==> src/rtl/a_run_ctrl_if.sv <==
// Host command and clock-generator signal bundle for a_run_ctrl.
// slave: the sequencer side; master: host / clock-generator side.
interface a_run_ctrl_if #(parameter int CNT_W = 32);
    logic             cmd_valid_i;
    logic             cmd_ready_o;
    logic [1:0]       cmd_op_i;
    logic [CNT_W-1:0] cmd_arg_i;
    logic             cycle_run_verif_i;
    logic             prog_o;
    logic             prog_w_o;
    logic [15:0]      prog_data_o;
    logic             prog_dv_o;
    logic             start_run_verif_o;
    logic             run_verif_o;
    logic             mode_pas_a_pas_o;
    logic             busy_o;
    logic             done_o;
    logic             stopped_o;
    logic             err_o;
    logic [CNT_W-1:0] cycles_done_o;

    modport slave (
        input  cmd_valid_i, cmd_op_i, cmd_arg_i, cycle_run_verif_i,
        output cmd_ready_o, prog_o, prog_w_o, prog_data_o, prog_dv_o,
               start_run_verif_o, run_verif_o, mode_pas_a_pas_o, busy_o,
               done_o, stopped_o, err_o, cycles_done_o
    );

    modport master (
        output cmd_valid_i, cmd_op_i, cmd_arg_i, cycle_run_verif_i,
        input  cmd_ready_o, prog_o, prog_w_o, prog_data_o, prog_dv_o,
               start_run_verif_o, run_verif_o, mode_pas_a_pas_o, busy_o,
               done_o, stopped_o, err_o, cycles_done_o
    );
endinterface

==> src/rtl/a_run_ctrl.sv <==
// Run/step sequencer for the user-clock generator: divider programming, N-cycle runs, single step.
// Optional watchdog on RUN/STEP enabled by defining RUN_TIMEOUT_EN.
module a_run_ctrl #(
    parameter int CNT_W       = 32,
    parameter int DRAIN_CYC   = 4,
    parameter int TIMEOUT_CYC = 65535
) (
    input  logic        clk_ref,
    input  logic        rst,
    a_run_ctrl_if.slave bus
);
    typedef enum logic [2:0] {IDLE, PROG, ARM, RUN, STEP, DRAIN} state_t;

    localparam logic [1:0] OP_PROG = 2'd0;
    localparam logic [1:0] OP_RUN  = 2'd1;
    localparam logic [1:0] OP_STEP = 2'd2;
    localparam logic [1:0] OP_STOP = 2'd3;

    state_t           state_q, state_d;
    logic [CNT_W-1:0] n_q, n_d, cnt_q, cnt_d, cnt_inc;
    logic [15:0]      div_q, div_d;
    logic [3:0]       drain_q, drain_d;
    logic             stopped_q, stopped_d;
    logic             done_q, done_d, err_q, err_d;
    logic             step_first_q;
    logic             ready;
    logic             pulse, stop_req;

`ifdef RUN_TIMEOUT_EN
    localparam int WD_W = $clog2(TIMEOUT_CYC + 1);
    logic [WD_W-1:0] wd_q, wd_d;

    always_ff @(posedge clk_ref or posedge rst) begin
        if (rst) wd_q <= '0;
        else     wd_q <= wd_d;
    end
`else
    logic [31:0] timeout_unused;
    assign timeout_unused = 32'(TIMEOUT_CYC);
`endif

    assign pulse    = bus.cycle_run_verif_i;
    assign stop_req = bus.cmd_valid_i && (bus.cmd_op_i == OP_STOP);
    // Saturating increment: the count never wraps back to zero.
    assign cnt_inc  = (&cnt_q) ? cnt_q : cnt_q + 1'b1;

    always_ff @(posedge clk_ref or posedge rst) begin
        if (rst) state_q <= IDLE;
        else     state_q <= state_d;
    end

    always_comb begin
        state_d   = state_q;
        n_d       = n_q;
        cnt_d     = cnt_q;
        div_d     = div_q;
        drain_d   = '0;
        stopped_d = stopped_q;
        done_d    = 1'b0;
        err_d     = 1'b0;
        ready     = 1'b0;
`ifdef RUN_TIMEOUT_EN
        wd_d      = '0;
`endif
        case (state_q)
            IDLE: begin
                ready = 1'b1;
                if (bus.cmd_valid_i) begin
                    case (bus.cmd_op_i)
                        OP_PROG: begin
                            if (bus.cmd_arg_i[15:0] == 16'd0) err_d = 1'b1;
                            else begin
                                div_d   = bus.cmd_arg_i[15:0];
                                state_d = PROG;
                            end
                        end
                        OP_RUN: begin
                            if (bus.cmd_arg_i == '0) err_d = 1'b1;
                            else begin
                                n_d       = bus.cmd_arg_i;
                                cnt_d     = '0;
                                stopped_d = 1'b0;
                                state_d   = ARM;
                            end
                        end
                        OP_STEP: begin
                            cnt_d     = '0;
                            stopped_d = 1'b0;
                            state_d   = STEP;
                        end
                        default: ;
                    endcase
                end
            end
            PROG: begin
                done_d  = 1'b1;
                state_d = IDLE;
            end
            ARM: state_d = RUN;
            RUN, STEP: begin
                ready = (bus.cmd_op_i == OP_STOP);
                // A final pulse outranks a coincident STOP: the run completed normally.
                if (pulse) begin
                    cnt_d = cnt_inc;
                    if (state_q == STEP || cnt_inc == n_q) state_d = DRAIN;
                end
                if (state_d != DRAIN && stop_req) begin
                    stopped_d = 1'b1;
                    state_d   = DRAIN;
                end
`ifdef RUN_TIMEOUT_EN
                if (state_d != DRAIN) begin
                    if (pulse) wd_d = '0;
                    else if (wd_q == WD_W'(TIMEOUT_CYC - 1)) begin
                        err_d     = 1'b1;
                        stopped_d = 1'b1;
                        state_d   = DRAIN;
                    end else wd_d = wd_q + 1'b1;
                end
`endif
            end
            DRAIN: begin
                drain_d = drain_q + 4'd1;
                if (drain_q == 4'(DRAIN_CYC - 1)) begin
                    drain_d = '0;
                    done_d  = 1'b1;
                    state_d = IDLE;
                end
            end
            default: state_d = IDLE;
        endcase
    end

    always_ff @(posedge clk_ref or posedge rst) begin
        if (rst) begin
            n_q          <= '0;
            cnt_q        <= '0;
            div_q        <= '0;
            drain_q      <= '0;
            stopped_q    <= 1'b0;
            done_q       <= 1'b0;
            err_q        <= 1'b0;
            step_first_q <= 1'b0;
        end else begin
            n_q          <= n_d;
            cnt_q        <= cnt_d;
            div_q        <= div_d;
            drain_q      <= drain_d;
            stopped_q    <= stopped_d;
            done_q       <= done_d;
            err_q        <= err_d;
            step_first_q <= (state_d == STEP) && (state_q != STEP);
        end
    end

    assign bus.cmd_ready_o       = ready;
    assign bus.busy_o            = (state_q != IDLE);
    assign bus.prog_o            = (state_q == PROG);
    assign bus.prog_w_o          = (state_q == PROG);
    assign bus.prog_dv_o         = (state_q == PROG) || (state_q == ARM);
    assign bus.prog_data_o       = div_q;
    assign bus.start_run_verif_o = (state_q == ARM) || (state_q == RUN);
    assign bus.run_verif_o       = (state_q == ARM) || (state_q == RUN);
    assign bus.mode_pas_a_pas_o  = (state_q == STEP) && step_first_q;
    assign bus.done_o            = done_q;
    assign bus.err_o             = err_q;
    assign bus.stopped_o         = stopped_q;
    assign bus.cycles_done_o     = cnt_q;
endmodule

==> src/flat_wrapper.sv <==
// flat-port wrapper written by rule: the top's interface ports become plain ports
module a_run_ctrl_flat 
#(
    parameter int CNT_W       = 32,
    parameter int DRAIN_CYC   = 4,
    parameter int TIMEOUT_CYC = 65535
)
  (clk_ref, rst, bus_cmd_valid_i, bus_cmd_op_i, bus_cmd_arg_i, bus_cycle_run_verif_i, bus_cmd_ready_o, bus_prog_o, bus_prog_w_o, bus_prog_data_o, bus_prog_dv_o, bus_start_run_verif_o, bus_run_verif_o, bus_mode_pas_a_pas_o, bus_busy_o, bus_done_o, bus_stopped_o, bus_err_o, bus_cycles_done_o);
  a_run_ctrl_if #(.CNT_W(CNT_W)) bus_i ();
  input  logic clk_ref;
  input  logic rst;
  input wire logic [$bits(bus_i.cmd_valid_i)-1:0] bus_cmd_valid_i;
  input wire logic [$bits(bus_i.cmd_op_i)-1:0] bus_cmd_op_i;
  input wire logic [$bits(bus_i.cmd_arg_i)-1:0] bus_cmd_arg_i;
  input wire logic [$bits(bus_i.cycle_run_verif_i)-1:0] bus_cycle_run_verif_i;
  output wire logic [$bits(bus_i.cmd_ready_o)-1:0] bus_cmd_ready_o;
  output wire logic [$bits(bus_i.prog_o)-1:0] bus_prog_o;
  output wire logic [$bits(bus_i.prog_w_o)-1:0] bus_prog_w_o;
  output wire logic [$bits(bus_i.prog_data_o)-1:0] bus_prog_data_o;
  output wire logic [$bits(bus_i.prog_dv_o)-1:0] bus_prog_dv_o;
  output wire logic [$bits(bus_i.start_run_verif_o)-1:0] bus_start_run_verif_o;
  output wire logic [$bits(bus_i.run_verif_o)-1:0] bus_run_verif_o;
  output wire logic [$bits(bus_i.mode_pas_a_pas_o)-1:0] bus_mode_pas_a_pas_o;
  output wire logic [$bits(bus_i.busy_o)-1:0] bus_busy_o;
  output wire logic [$bits(bus_i.done_o)-1:0] bus_done_o;
  output wire logic [$bits(bus_i.stopped_o)-1:0] bus_stopped_o;
  output wire logic [$bits(bus_i.err_o)-1:0] bus_err_o;
  output wire logic [$bits(bus_i.cycles_done_o)-1:0] bus_cycles_done_o;
  assign bus_i.cmd_valid_i = bus_cmd_valid_i;
  assign bus_i.cmd_op_i = bus_cmd_op_i;
  assign bus_i.cmd_arg_i = bus_cmd_arg_i;
  assign bus_i.cycle_run_verif_i = bus_cycle_run_verif_i;
  assign bus_cmd_ready_o = bus_i.cmd_ready_o;
  assign bus_prog_o = bus_i.prog_o;
  assign bus_prog_w_o = bus_i.prog_w_o;
  assign bus_prog_data_o = bus_i.prog_data_o;
  assign bus_prog_dv_o = bus_i.prog_dv_o;
  assign bus_start_run_verif_o = bus_i.start_run_verif_o;
  assign bus_run_verif_o = bus_i.run_verif_o;
  assign bus_mode_pas_a_pas_o = bus_i.mode_pas_a_pas_o;
  assign bus_busy_o = bus_i.busy_o;
  assign bus_done_o = bus_i.done_o;
  assign bus_stopped_o = bus_i.stopped_o;
  assign bus_err_o = bus_i.err_o;
  assign bus_cycles_done_o = bus_i.cycles_done_o;
  a_run_ctrl #(.CNT_W(CNT_W), .DRAIN_CYC(DRAIN_CYC), .TIMEOUT_CYC(TIMEOUT_CYC)) u_core (.clk_ref(clk_ref), .rst(rst), .bus(bus_i));
endmodule
==> config.mk <==
export PLATFORM = sky130hd
export DESIGN_NAME = a_run_ctrl_flat
export DESIGN_NICKNAME = d
export VERILOG_FILES = /design/src/rtl/a_run_ctrl_if.sv /design/src/rtl/a_run_ctrl.sv /design/src/flat_wrapper.sv
export SDC_FILE = /design/constraint.sdc
export NUM_CORES = 1
export LEC_CHECK = 0
export CORE_MARGIN = 2
export CORE_UTILIZATION = 30
export CTS_CLUSTER_DIAMETER = 50
export CTS_CLUSTER_SIZE = 28
export DETAILED_ROUTE_END_ITERATION = 6
export DONT_BUFFER_PORTS = 1
export HOLD_SLACK_MARGIN = 0.15
export SLEW_MARGIN = 20
export SYNTH_ARGS = -nofsm -noshare
export SYNTH_HDL_FRONTEND = slang
export SYNTH_SLANG_ARGS = --single-unit
==> constraint.sdc <==
create_clock -name clk_ref -period 8.3 [get_ports clk_ref]
set_input_delay 0.83 -clock clk_ref [delete_from_list [all_inputs] [get_ports clk_ref]]
set_output_delay 0.83 -clock clk_ref [all_outputs]
set_load 0.05 [all_outputs]
# == After elaboration in Yosys (flattened, before gate mapping) ==
# Cells that the tools add are included.
# word_totals
ff_bits,91
input_bits,38
word_cells,81
# classes
addsub,2
n_eq_ne,18
n_mux,31
n_bitwise,2
n_reduce_logical,19
# op_table
cell,count
$mux 32,4
$pmux 32 s2,2
$add 32x1->32 const B,1
$eq 32x32->1,1
$logic_not 32->1,1
$reduce_and 32->1,1
$mux 3,8
$logic_not 16->1,1
$ne 3x3->1 const B,4
$pmux 3 s4,1
$pmux 1 s2,5
$reduce_and 5->1,2
$eq 3x3->1 const B,3
$pmux 3 s3,1
$mux 1,8
$mux 4,2
$reduce_and 4->1,2
$eq 3x2->1 const B,2
$add 4x1->4 const B,1
$eq 2x2->1 const B,2
$eq 4x2->1 const B,1
$logic_and 1x1->1,4
$ne 2x2->1 const B,2
$eq 3x1->1 const B,1
other kinds (9),12

# == Depth between registers and ports, before layout ==
# Gate-level depths: netlist of run 1.
# logic_depth
word_depth,13
ltp_mapped,11
mapped_depth_nobuf,9

# == Least setup slack after synthesis of run 1 ==
# No wires, ideal clock.
# synth_timing
path_type,reg2reg
startpoint,"reg u_core.cnt_q[0], in the netlist u_core.bus.cycles_done_o[0]"
endpoint,reg u_core.state_q[2]
setup_ns,0.070
arrival_time_ns,3.092
required_time_ns,8.230
setup_slack_ns,5.138
stages_incl_launch_ff,11
period_less_slack_ns,3.162
cell_sequence,dfrtp_1 ha_1 and4_1 and4_1 buf_2 o2111ai_2 xnor2_1 a2111o_1 or4_4 nor4_2 nand2b_1
# synth_via
elab_chain_len,11
word_cells_on_any_way,12
classes_between,add/sub: 1; eq/ne: 2; mux: 6; reduce/logical: 3
# synth_rtl
element,line_no,text
start: declaration,a_run_ctrl.sv:20,"logic [CNT_W-1:0] n_q, n_d, cnt_q, cnt_d, cnt_inc;"
start signal: assignment,a_run_ctrl.sv:146,cnt_q <= cnt_d;
$add 32x1->32 or $reduce_and 32->1 (tied branches),a_run_ctrl.sv:45,assign cnt_inc = (&cnt_q) ? cnt_q : cnt_q + 1'b1;
$mux 32 (*),a_run_ctrl.sv:45,
$eq 32x32->1 (*),a_run_ctrl.sv:105,if (state_q == STEP || cnt_inc == n_q) state_d = DRAIN;
$logic_or 1x1->1 (*),a_run_ctrl.sv:105,
$mux 3 (*),a_run_ctrl.sv:105,
$mux 3 (*),a_run_ctrl.sv:103,if (pulse) begin
$mux 3 (*),a_run_ctrl.sv:65,case (state_q)
$ne 3x3->1,a_run_ctrl.sv:107,if (state_d != DRAIN && stop_req) begin
$logic_and 1x1->1,a_run_ctrl.sv:107,
$mux 3 (*),a_run_ctrl.sv:107,
$pmux 3 s4 (*),a_run_ctrl.sv:65,
via u_core.state_d[2],a_run_ctrl.sv:19,"state_t state_q, state_d;"
end signal: assignment,a_run_ctrl.sv:49,else state_q <= state_d;
end: declaration,a_run_ctrl.sv:19,
# The timed path passes the listed nets; every way through them passes the cells marked *. The select of a mux whose other input is x is not followed.
# A chain may end at the register's enable or synchronous reset.

# == Final worst setup path of run 1 ==
# layout_timing
startpoint,"reg u_core.cnt_q[1], in the netlist u_core.bus.cycles_done_o[1]"
endpoint,reg u_core.state_q[2]
# The elaborated chain is that of the path after synthesis.

==> impl_metrics.json, run 1 <==
{
  "clockBufferDepth": 2,
  "async_reset_ff_frac": 1.00,
  "nFillCells": 1990,
  "synth_ff_type": "dfrtp_1",
  "cts.hold.buffers_added": 0,
  "routed_wl_um": 18000,
  "grt_max_degree": 53,
  "crit_cells": 9,
  "maxSlewViolCount": 0,
  "grt_pass1_wl_um": 27900,
  "synthTopCellsByCount": "dfrtp_1, nand2_1, nor2_1, o21ai_0, a21oi_1",
  "crit_type": "reg -> reg",
  "yosysMostFrequentCell": "dfrtp_1",
  "postRouteAntennaNets": 0,
  "grt_pass1_vias": 4688,
  "top_usage_layer": "met2",
  "synth-edff-count": 0,
  "track_usage": 0.178,
  "io_pins": 97,
  "grt_overflow_total": 0,
  "cp_cell_sequence": "ha_1 > and4_1 > nand4_4 > nor3_2 > nor2_1 > a2111o_1 > or4_4 > nor4_2 > nand2b_1",
  "drc": 0,
  "min_path_type": "in -> async",
  "core_area_mm2": 0.0193,
  "drive_gt1_frac": 0.123,
  "vias_per_cell": 5.63,
  "firstDrtPassIters": 5,
  "crit_path_top_delay_cell": "dfrtp_1",
  "worst_pin_slew_ns": 1.06,
  "syn_inst": 634,
  "met1_usage": 0.241,
  "reg2reg_to": "u_core.state_q[2]",
  "slew_headroom": 0.291,
  "die_y_um": 144,
  "p_comb_frac": 0.292,
  "tritoncts": "done",
  "antenna_found_initial": 0,
  "synth_seq_cells": 91,
  "post_cts_buffers": 0,
  "syn_nets": 679,
  "cts.htree.levels": 3,
  "fin_skew_ns": 0.00577,
  "clkTransAtPathRegs_ns": 0.06,
  "crit_start": "u_core.bus.cycles_done_o[1]",
  "postLayoutCoreUtil": 0.331,
  "fp-row-count": 51,
  "r2r_cells": 9,
  "ys.warnings.count": 0,
  "fin_crit_sh": 0.466,
  "synthDominantCellAreaShare": 0.389,
  "swShare": 0.417,
  "cts_sinks": 91,
  "cp-endpoint": "u_core.state_q[2]",
  "clockRootBuffer": "clkbuf_16",
  "die_x_um": 144,
  "drtIter0Drc": 429,
  "gp_congestion": 0.985,
  "hold_viol_final": 0,
  "ys_types": 69,
  "p_per_area_mw_per_mm2": 314,
  "numCtsBuffers": 9,
  "max-cap-violations": 0,
  "vias": 4939,
  "dieArea_mm2": 0.0206,
  "irDropWorstVdd_mv": 0.159,
  "cts.repair.resized": 0,
  "diodes": 0,
  "clk_latency_ns": 0.35,
  "p_sw_uw": 838,
  "end_kind": "flip-flop",
  "fin_crit_ns": 3.87,
  "status": "finished clean",
  "rsz0062_at_grt": "no",
  "required_ns": 8.59,
  "critPathMaxFanout": 13,
  "cp_top_family": "simple AND/OR/NAND/NOR gates",
  "synth_area_leaders": "dfrtp_1, mux2_2, o21ai_0",
  "reg2reg_slack_ns": 4.43,
  "critical_path.max_stage_delay_ns": 0.78,
  "tns_ns": 0,
  "leakage_uw": 0.00254,
  "area_delta_synth_final_pct": 9.20,
  "wl_per_cell_um": 20.5,
  "pwr-share-seq": 0.445,
  "cp-start-kind": "flip-flop",
  "grt_use_met3": 0.0503,
  "p_int_uw": 1170,
  "fmax_mhz": 259,
  "worstPathBufferInverterCount": 0,
  "setup_viol": 0,
  "ys_seq_area_frac": 0.389,
  "synth_area_leader_cell": "dfrtp_1",
  "arrival_ns": 4.15,
  "start_util": 0.304,
  "clockPowerShare": 0.262,
  "grt_util_met2": 0.279,
  "nets": 653,
  "r2r-start": "u_core.bus.cycles_done_o[1]",
  "synth_area_mm2": 0.00585,
  "dp_hpwl_um": 13500,
  "avgSynthCellArea_um2": 9.23,
  "io_buffers": 0
}
## placed cells by master (no fill, tap or decap), types with 4 or more instances in the layout
master / n
dfrtp_1: 91
nand2_1: 50
nor2_1: 49
o21ai_0: 49
a21oi_1: 39
mux2_2: 33
nand3_1: 25
nand4_1: 20
nor4_1: 19
and3_1: 18
mux2_1: 17
xnor2_1: 17
xor2_1: 14
inv_1: 11
nand2b_1: 11
o31ai_1: 9
clkbuf_16: 9
and2_1: 7
ha_1: 7
and4_1: 6
nor3_1: 6
o22ai_1: 6
a21o_1: 5
bufinv_16: 5
buf_4: 5
or3_1: 4
a31oi_1: 4
a32oi_1: 4
nor2b_1: 4
## logic make-up after synthesis
family / Yosys count / synth area share
fa+ha+maj: 7 / 0.0150
xor+xnor: 31 / 0.0464
mux: 51 / 0.0980
buf+inv: 54 / 0.0460
compound gates: 155 / 0.168
flops: 91 / 0.389
simple gates: 245 / 0.237
## layout make-up
class                      instances  area [µm²]  area share
sequential                        91        2280       0.357
clock buffer                      10         229      0.0358
clock inverter                     5         150      0.0235
multi-input combinational        489        3310       0.519
tap                              265         332      0.0519
inverter                          12        47.5     0.00744
timing repair buffer               5        37.5     0.00588
## flip-flops by register name, summed over array words and instances (netlist names)
name and flops:
u_core.bus.done_o 1, u_core.bus.err_o 1, u_core.bus.stopped_o 1, u_core.state_q 3
u_core.step_first_q 1, u_core.drain_q 4, u_core.bus.cycles_done_o 32, u_core.n_q 32
u_core.bus.prog_data_o 16
## through the flow
stage	worst slack, ns	total power [µW]	instances	hold WS, ns	instance area [µm²]
floorplan	5.11	1320	634	0.433	5850
global placement	4.60	1480	862	0.456	6010
detailed placement	4.47	1490	862	0.473	6010
CTS	4.46	2020	877	0.404	6390
global route	4.21	2110	877	0.432	6390
finish	4.43	2010	877	0.384	6390
## how the worst min path moves through the flow
stage / to / slack (ns) / cells after the start
after floorplan: u_core.drain_q[0] / 0.43 / 1
after global placement: u_core.drain_q[0] / 0.46 / 1
after detailed placement: u_core.drain_q[0] / 0.47 / 1
after CTS: u_core.bus.prog_data_o[10] / 0.40 / 1
after global routing: u_core.bus.prog_data_o[13] / 0.43 / 1
final: u_core.bus.prog_data_o[4] / 0.38 / 1
## power by group through the flow
stage	clock network [µW]	registers [µW]	logic, µW
floorplan	0	839	480
global placement	0	900	580
detailed placement	0	905	581
CTS	539	896	583
global route	559	914	638
finish	527	894	587
## metal layers
metal | part of all wire | wire length [µm] | vias up
met1 | 0.44 | 7860 | 2460
li1 | - | - | 2301
met4 | 0.019 | 346 | 0
met3 | 0.074 | 1330 | 23
met5 | 0 | 0 | -
met2 | 0.47 | 8450 | 155
No activity file was read; power rests on OpenSTA's default activity.
==> run 2: changes to the inputs <==
Clock period 8.3 ns to 3.8 ns, I/O delays scaled along.
==> impl_metrics.json, run 2 (synthesized netlist as in run 1, its figures left out) <==
{
  "status": "finished clean",
  "final_common_cell": "dfrtp_1",
  "cp_cell_sequence": "buf_4 > and4_1 > nand4_1 > or2_0 > nor4_1 > o22ai_1 > or4_4 > nor4_2 > nand2b_1",
  "vias": 5192,
  "p_sw_uw": 1870,
  "worst_pin_slew_ns": 1.06,
  "holdWs_ns": 0.119,
  "start_util": 0.304,
  "die_y_um": 144,
  "slew_headroom": 0.291,
  "vias_per_cell": 5.62,
  "tritoncts": "done",
  "post-place-ws_ns": 0.578,
  "numCtsBuffers": 9,
  "cts.repair.resized": 0,
  "p_comb_frac": 0.328,
  "core_area_mm2": 0.0193,
  "drtIter0Drc": 389,
  "clkTransAtPathRegs_ns": 0.07,
  "p_per_area_mw_per_mm2": 632,
  "layout_common_cells": "dfrtp_1, nand2_1, nor2_1, o21ai_0, buf_4",
  "clk_latency_ns": 0.36,
  "r2r_cells": 9,
  "grt_overflow_total": 0,
  "swShare": 0.442,
  "grt_pass1_wl_um": 29100,
  "timing.final.ws_setup_ns": 0.527,
  "crit_type": "reg -> reg",
  "cts_sinks": 91,
  "nets": 699,
  "drc": 0,
  "cts.htree.levels": 3,
  "cp-start-kind": "flip-flop",
  "fin_crit_sh": 0.861,
  "dp_hpwl_um": 14100,
  "min_path_type": "in -> async",
  "die_x_um": 144,
  "dieArea_mm2": 0.0206,
  "fp-row-count": 51,
  "seqCellArea_mm2": 0.00228,
  "setup_viol": 0,
  "multiInputGateArea_mm2": 0.00331,
  "crit_path_top_delay_cell": "or4_4",
  "drive_gt1_frac": 0.168,
  "fin_skew_ns": 0.0128,
  "gp_congestion": 0.980,
  "clockBufferDepth": 2,
  "leakage_uw": 0.00274,
  "pwr-share-seq": 0.451,
  "post_cts_buffers": 0,
  "postLayoutCoreUtil": 0.347,
  "critical_path.max_stage_delay_ns": 0.59,
  "area_delta_synth_final_pct": 14.3,
  "firstDrtPassIters": 5,
  "irDropWorstVdd_mv": 0.329,
  "io_pins": 97,
  "grt_max_degree": 77,
  "track_usage": 0.183,
  "maxSlewViolCount": 0,
  "fin_crit_ns": 3.27,
  "diodes": 0,
  "antenna_found_initial": 0,
  "wl_per_cell_um": 20.2,
  "nFillCells": 2016,
  "p_total_uw": 4230,
  "end_kind": "flip-flop",
  "arrival_ns": 3.56,
  "routed_wl_um": 18700,
  "clockPowerShare": 0.221,
  "max-cap-violations": 0,
  "tns_ns": 0,
  "clockRootBuffer": "clkbuf_16",
  "required_ns": 4.09,
  "postRouteAntennaNets": 0,
  "rsz0062_at_grt": "no",
  "fmax_mhz": 306,
  "grt_pass1_vias": 5018,
  "critPathMaxFanout": 7,
  "hold_viol_final": 0,
  "io_buffers": 0,
  "p_int_uw": 2360
}
==> run 2: cell count changes in the layout (fill, tap and decap cells not counted) <==
cell,previous run,this run
clkinv_4,0,1
clkbuf_8,0,2
dlygate4sd3_1,0,10
clkinvlp_4,0,1
bufinv_16,5,1
buf_4,5,41
clkbuf_1,1,2
==> run 2: per-stage QoR <==
step	std cells	area [µm²]
finish	924	6690
global route	924	6690
CTS	924	6690
detailed placement	898	6280
global placement	898	6280
floorplan	634	5850
==> run 2: area by class of cell <==
| cell class | count | area share |
|---|---|---|
| clock buffer | 13 | 0.0389 |
| clock inverter | 3 | 0.00692 |
| inverter | 12 | 0.00711 |
| multi-input combinational | 489 | 0.496 |
| sequential | 91 | 0.341 |
| tap | 265 | 0.0496 |
| timing repair buffer | 51 | 0.0610 |
==> run 2: worst max-delay path, delay by kind of cell (launching register included) <==
| kind | cells | cell delay [ns] |
|---|---|---|
| AO/OA/AOI/OAI | 1 | 0.14 |
| buffers and inverters | 1 | 0.28 |
| flip-flops | 1 | 0.50 |
| AND/OR/NAND/NOR | 7 | 2.28 |
==> run 2: power groups by stage <==
stage / Sequential (µW) / Combinational (µW) / Clock (µW)
floorplan: 1830 / 1050 / 0
global placement: 1920 / 1350 / 0
detailed placement: 1930 / 1350 / 0
CTS: 1910 / 1370 / 958
global route: 1950 / 1480 / 989
finish: 1910 / 1380 / 934
==> run 2: what timing repair did <==
item | in CTS | in global routing
hold buffers | 10 | 0
endpoints found under the setup margin | 0 | 0
endpoints found under the hold margin | 10 | 0
==> run 2: final timing paths <==
path | startpoint | endpoint | slack, ns
max | u_core.bus.cycles_done_o[2] | u_core.state_q[2] | 0.53
min | rst | u_core.bus.prog_data_o[14] | 0.12
max reg2reg | u_core.bus.cycles_done_o[2] | u_core.state_q[2] | 0.53
min reg2reg | u_core.drain_q[0] | u_core.drain_q[0] | 0.47
max in group asynchronous | rst | u_core.n_q[3] | 2.88
min in group clk_ref | bus_cmd_arg_i[22] | u_core.n_q[22] | 0.16
==> run 2: layer usage <==
metal  part of all wire  vias up  wire length [µm]  global-route usage
li1                   -     2403                 -                   -
met1               0.42     2539              7860               0.240
met2               0.47      222              8790               0.292
met3              0.085       28              1600              0.0523
met4              0.024        0               450              0.0578
met5                  0        -                 0                   0
